## src/rtl/fft_pkg.sv

```systemverilog
// Shared types and constants for the radix-2 DIT FFT datapath and its stage controller.
// The optional sequencing stall is enabled by defining FFT_STAGE_CTRL_HOLD_EN.
package fft_pkg;

    localparam int unsigned FFT_DATA_W     = 24;
    localparam int unsigned FFT_TW_W       = 16;
    localparam int unsigned FFT_TW_SHIFT   = 13;
    localparam int unsigned FFT_DEF_LOG2N  = 8;
    localparam int unsigned FFT_DEF_BF_LAT = 3;

    typedef enum logic [1:0] {
        ST_IDLE  = 2'd0,
        ST_RUN   = 2'd1,
        ST_DRAIN = 2'd2,
        ST_DONE  = 2'd3
    } fft_state_t;

    // One RAM read cycle ahead of the butterfly pipeline.
    function automatic int unsigned drain_len(input int unsigned bf_lat);
        return bf_lat + 1;
    endfunction

endpackage

```

## src/rtl/fft_addr_delay.sv

```systemverilog
// Fixed-depth shift line carrying {issue strobe, address pair} from the butterfly issue
// point to the write-back point; freezes while i_hold is high.
module fft_addr_delay #(
    parameter int unsigned DEPTH = 4,
    parameter int unsigned WIDTH = 17
) (
    input  logic             i_clk,
    input  logic             i_rst,
    input  logic             i_hold,
    input  logic [WIDTH-1:0] i_d,
    output logic [WIDTH-1:0] o_q
);

    logic [WIDTH-1:0] r_pipe [DEPTH];

    always_ff @(posedge i_clk or posedge i_rst) begin
        if (i_rst) begin
            for (int unsigned i = 0; i < DEPTH; i++) begin
                r_pipe[i] <= '0;
            end
        end else if (!i_hold) begin
            r_pipe[0] <= i_d;
            for (int unsigned i = 1; i < DEPTH; i++) begin
                r_pipe[i] <= r_pipe[i-1];
            end
        end
    end

    assign o_q = r_pipe[DEPTH-1];

endmodule

```

## src/rtl/fft_stage_ctrl.sv

```systemverilog
// In-place radix-2 DIT FFT stage sequencer: issues N/2 butterflies per stage, drains the
// butterfly pipeline between stages. Optional hold input via FFT_STAGE_CTRL_HOLD_EN.
module fft_stage_ctrl
    import fft_pkg::*;
#(
    parameter int unsigned LOG2N  = FFT_DEF_LOG2N,
    parameter int unsigned BF_LAT = FFT_DEF_BF_LAT
) (
    input  logic             clk,
    input  logic             rst,
    input  logic             start,
`ifdef FFT_STAGE_CTRL_HOLD_EN
    input  logic             hold,
`endif
    output logic             busy,
    output logic             done,
    output logic             bf_en,
    output logic [LOG2N-1:0] rd_addr_a,
    output logic [LOG2N-1:0] rd_addr_b,
    output logic [LOG2N-2:0] tw_addr,
    output logic             wr_en,
    output logic [LOG2N-1:0] wr_addr_a,
    output logic [LOG2N-1:0] wr_addr_b,
    output logic [3:0]       stage
);

    localparam int unsigned D  = drain_len(BF_LAT);
    localparam int unsigned KW = LOG2N - 1;
    localparam int unsigned CW = (D > 1) ? $clog2(D) : 1;
    localparam int unsigned DW = 2 * LOG2N + 1;

    localparam logic [KW-1:0] K_LAST     = '1;
    localparam logic [CW-1:0] CNT_LAST   = CW'(D - 1);
    localparam logic [3:0]    STAGE_LAST = 4'(LOG2N);

    fft_state_t    r_state;
    fft_state_t    w_state_nx;
    logic [KW-1:0] r_k;
    logic [KW-1:0] w_k_nx;
    logic [3:0]    r_stage;
    logic [3:0]    w_stage_nx;
    logic [CW-1:0] r_cnt;
    logic [CW-1:0] w_cnt_nx;
    logic          w_hold;

`ifdef FFT_STAGE_CTRL_HOLD_EN
    assign w_hold = hold;
`else
    assign w_hold = 1'b0;
`endif

    always_ff @(posedge clk or posedge rst) begin
        if (rst) begin
            r_state <= ST_IDLE;
            r_k     <= '0;
            r_stage <= '0;
            r_cnt   <= '0;
        end else begin
            r_state <= w_state_nx;
            r_k     <= w_k_nx;
            r_stage <= w_stage_nx;
            r_cnt   <= w_cnt_nx;
        end
    end

    always_comb begin
        w_state_nx = r_state;
        w_k_nx     = r_k;
        w_stage_nx = r_stage;
        w_cnt_nx   = r_cnt;
        if (!w_hold) begin
            unique case (r_state)
                ST_IDLE: begin
                    if (start) begin
                        w_state_nx = ST_RUN;
                        w_k_nx     = '0;
                        w_stage_nx = 4'd1;
                        w_cnt_nx   = '0;
                    end
                end
                ST_RUN: begin
                    if (r_k == K_LAST) begin
                        w_state_nx = ST_DRAIN;
                        w_cnt_nx   = '0;
                    end else begin
                        w_k_nx = r_k + 1'b1;
                    end
                end
                ST_DRAIN: begin
                    if (r_cnt == CNT_LAST) begin
                        if (r_stage == STAGE_LAST) begin
                            w_state_nx = ST_DONE;
                        end else begin
                            w_state_nx = ST_RUN;
                            w_stage_nx = r_stage + 4'd1;
                            w_k_nx     = '0;
                        end
                    end else begin
                        w_cnt_nx = r_cnt + 1'b1;
                    end
                end
                ST_DONE: begin
                    w_state_nx = ST_IDLE;
                    w_stage_nx = '0;
                end
                default: begin
                    w_state_nx = ST_IDLE;
                end
            endcase
        end
    end

    // Butterfly k of stage s: group g = k >> (s-1) starts at g << s, offset j = k & (half-1).
    logic             w_issue;
    logic [3:0]       w_sm1;
    logic [LOG2N-1:0] w_kx;
    logic [LOG2N-1:0] w_half;
    logic [LOG2N-1:0] w_j;
    logic [LOG2N-1:0] w_base;
    logic [LOG2N-1:0] w_a;
    logic [LOG2N-1:0] w_b;
    logic [LOG2N-1:0] w_tw_full;

    always_comb begin
        w_issue   = (r_state == ST_RUN) && !w_hold;
        w_sm1     = r_stage - 4'd1;
        w_kx      = {1'b0, r_k};
        w_half    = LOG2N'(1) << w_sm1;
        w_j       = w_kx & (w_half - LOG2N'(1));
        w_base    = (w_kx >> w_sm1) << r_stage;
        w_a       = w_base | w_j;
        w_b       = w_a | w_half;
        w_tw_full = w_j << (STAGE_LAST - r_stage);
    end

    assign bf_en     = w_issue;
    assign rd_addr_a = w_issue ? w_a : '0;
    assign rd_addr_b = w_issue ? w_b : '0;
    assign tw_addr   = w_issue ? w_tw_full[LOG2N-2:0] : '0;

    assign busy  = (r_state == ST_RUN) || (r_state == ST_DRAIN);
    assign done  = (r_state == ST_DONE);
    assign stage = busy ? r_stage : 4'd0;

    logic [DW-1:0] w_dly;

    fft_addr_delay #(
        .DEPTH (D),
        .WIDTH (DW)
    ) u_addr_delay (
        .i_clk  (clk),
        .i_rst  (rst),
        .i_hold (w_hold),
        .i_d    ({bf_en, rd_addr_a, rd_addr_b}),
        .o_q    (w_dly)
    );

    assign wr_en     = w_dly[DW-1] & ~w_hold;
    assign wr_addr_a = w_dly[2*LOG2N-1:LOG2N];
    assign wr_addr_b = w_dly[LOG2N-1:0];

endmodule

```

## config.mk

```make
export PLATFORM = sky130hd
export DESIGN_NAME = fft_stage_ctrl
export DESIGN_NICKNAME = d
export VERILOG_FILES = /design/src/rtl/fft_pkg.sv /design/src/rtl/fft_addr_delay.sv /design/src/rtl/fft_stage_ctrl.sv
export SDC_FILE = /design/constraint.sdc
export NUM_CORES = 1
export LEC_CHECK = 0
export CORE_AREA = 2 2 64 126
export CTS_CLUSTER_DIAMETER = 60
export DETAILED_ROUTE_END_ITERATION = 8
export DIE_AREA = 0 0 66 128
export GPL_TIMING_DRIVEN = 0
export PLACE_DENSITY_LB_ADDON = 0.08
export SYNTH_ARGS = -nofsm -noshare
export SYNTH_HDL_FRONTEND = slang
export SYNTH_SLANG_ARGS = --single-unit
```

## constraint.sdc

```tcl
create_clock -name clk -period 8.3 [get_ports clk]
set_input_delay 1.245 -clock clk [delete_from_list [all_inputs] [get_ports clk]]
set_output_delay 1.245 -clock clk [all_outputs]
set_load 0.02 [all_outputs]
```

==> results.cfg <==
[die]
die_h_um = 128
start_util_pct = 52.7
rows = 45
io_pins = 50
core_area_sq_mm = 0.00754
die_w_um = 66
dieArea_sq_mm = 0.00845

[timing]
finalCriticalPeriod_ps = 6610
drv_slew = 0
tns_ps = 0
setup_viol = 0
fin_ws_ps = 1690
clock_skew_ps = 7.39
fmax_ghz = 0.151
rsz0062_at_grt = false
period_share_pct = 79.6
relSlewSlack_pct = 42.0
tightest_slew_ps = 862
hold_viol_final = 0

[layout]
multi_input_area_sq_mm = 0.00161
areaGrowthSynthToFinish_pct = 23.7
instances_no_fill = 531
antenna_cells = 0
final_layout_size_suffix_gt1_share_pct = 13.7
finalNetCount = 449
utilization_pct = 65.2
fillCellCount = 645
ff_latch_area_sq_mm = 0.00208

[synth]
synth_area_sq_mm = 0.00398
synth_nets = 388
synth_ff_type = dfrtp_1
async_flop_share_pct = 100
synth_most_common_cell = dfrtp_1
yosysTopAreaCell = dfrtp_1
yosysWarnings = 0
synth.distinct_cells = 59
yosys-top-cells-area = dfrtp_1 (52%), ha_1 (4.1%), buf_4 (3.4%), o21ai_0 (2.5%), a21oi_1 (2.4%)
synth_edf_count = 0
ys_top_cells_by_count = dfrtp_1 (83), nor2_1 (25), o21ai_0 (20)
ys_ff_latch = 83
synth_top_area_share_pct = 52.2
synth-seq-area-share_pct = 52.2
synthCells = 372
syn_area_per_cell_sq_um = 10.7

[global_routing]
grt_util_all_layers_pct = 25.6
grt_pass1_wl_mm = 15.9
grt_pass1_vias = 3102
grt_start_max_net_pins = 65
grt_overflow = 0
antenna_found_initial = 0

[critical_path]
critPathKind = reg -> out
critPathSlowestCell = clkdlybuf4s50_1
r2r-end = u_addr_delay.r_pipe[65]$_DFF_PP0_
crit_arrival_ps = 5360
slowest_delay_ps = 700
end_kind = primary output
cp-start-kind = register
r2r-start = r_stage[0]$_DFFE_PP0P_
cp_cell_sequence = buf_2 > buf_4 > clkinv_1 > ha_1 > buf_4 > nor4_4 > o21ai_0 > ha_1 > nor3b_1 > o21ai_0 > a22oi_1 > nor4b_1 > a311oi_1 > nor4_1 > clkdlybuf4s50_1
crit_fanout = 11
crit_required_ps = 7050
rrSetupSlack_ps = 3750
reg2reg_depth = 15

[clock_network]
cts_root_buf = clkbuf_16
htreeDepth = 3
clk_pin_slew_ps = 60
ctsLongestPathBuffers = 2
numCtsBuffers = 9
insertion_delay_ps = 330
cts_tree = built
post_cts_buffers = 0
holdBufCountCts = 0
ctsResizeCount = 0
cts.sinks = 83

[place]
dp.cells = 516
dpl.hpwl_mm = 7.55
pre_cts_ws_ps = 2190
place.gp.congestion = 0.931
port_buffers = 49

[detailed_routing]
drc_errors = 0
routed_via_density = 5.65
wire_per_inst_um = 18.8
wirelength_mm = 9.97
dr.pass1.iters = 4
antenna_left = 0
dr_total_vias = 2999
dr.first_iter.drc_count = 312

[power]
power_mw = 1.92
p_leak_nw = 2.22
pwr_density_cell_mw_per_mm2 = 390
ir_drop_mv = 0.210

[min_path]
hp-class = reg -> reg
hold_path_end = u_addr_delay.r_pipe[45]$_DFF_PP0_
hp-start = u_addr_delay.r_pipe[62]$_DFF_PP0_
min_path_cells = 0

[outcome]
status = completed

[run]
cap_violations = 0
-- how the worst max path moves through the flow --
stage | startpoint | cells past startpoint | to | slack (ps)
CTS | r_stage[0]$_DFFE_PP0P_ | 16 | rd_addr_b[6] | 1820
floorplan | r_stage[0]$_DFFE_PP0P_ | 14 | tw_addr[6] | 3550
global route | r_stage[0]$_DFFE_PP0P_ | 15 | tw_addr[6] | 1560
finish | r_stage[0]$_DFFE_PP0P_ | 15 | tw_addr[6] | 1690
global placement | r_stage[0]$_DFFE_PP0P_ | 16 | rd_addr_b[6] | 2200
detailed placement | r_stage[0]$_DFFE_PP0P_ | 16 | rd_addr_b[6] | 2190
-- state kept, by name (all words and copies together) (netlist names) --
name                 flops
r_k                      7
u_addr_delay.r_pipe     51
r_stage                  4
r_state                  2
r_cnt                    2
u_addr_delay.o_q        17
-- cells by family after synthesis --
group,after synthesis,share of synthesized area [%]
flip-flops,83,52.2
buffers and inverters,54,7.21
multiplexers,11,3.27
XOR/XNOR,11,2.89
AND/OR/NAND/NOR,110,14.6
AO/OA/AOI/OAI,90,15.7
adder cells (fa/ha/maj),13,4.09
-- per-layer routing --
layer  routed length [um]  global-route usage, %  up-vias
met5                    0                      0        -
met4                  399                   15.1        0
met3                  324                   4.04       23
met2                 5620                   45.8       82
met1                 3630                   27.5     1474
li1                     -                      -     1420
-- stage by stage --
step                      cell area (sq um)  hold WS, ps
after floorplan                        3980          331
after global placement                 4580          332
after detailed placement               4610          335
after CTS                              4920          347
after global routing                   4920          353
final                                  4920          347
-- cells in the final DEF (no fill, tap or decap), types with 5 or more instances in the layout --
cell / synthesis / routed
clkbuf_16: 0 / 9
buf_4: 18 / 18
inv_1: 11 / 10
and3_1: 10 / 10
o21ai_0: 20 / 20
buf_2: 7 / 7
mux2_2: 6 / 6
clkbuf_1: 9 / 10
clkdlybuf4s50_1: 0 / 49
nor4_1: 5 / 5
buf_1: 5 / 5
ha_1: 13 / 13
nand3_1: 8 / 8
dfrtp_1: 83 / 83
nor3_1: 12 / 12
and2_1: 11 / 11
o21a_1: 7 / 7
nor2_1: 25 / 25
nand2_1: 19 / 19
a21oi_1: 19 / 19
o31ai_1: 5 / 5
xor2_1: 6 / 6
-- power by group --
part / switching (mW) / internal [mW]
registers: 0.0425 / 0.496
clock network: 0.149 / 0.249
logic: 0.619 / 0.364
-- worst max-delay path, delay by kind of cell, from the launching register on --
| kind | cells | cell delay (ps) |
|---|---|---|
| and+or+nand+nor | 4 | 1450 |
| DFF | 1 | 400 |
| adders and majority gates | 2 | 750 |
| AOI/OAI and AO/OA | 4 | 770 |
| buffers and inverters | 5 | 1660 |
-- layout make-up --
class	instances	area share (%)
Clock buffer	12	5.22
Timing Repair Buffer	50	10.5
Inverter	14	1.12
Sequential cell	83	42.2
Clock inverter	3	0.941
Multi-Input combinational cell	235	32.8
Tap cell	94	2.39
Buffer	40	4.76
Note: power is estimated with default switching activity, not from simulation.
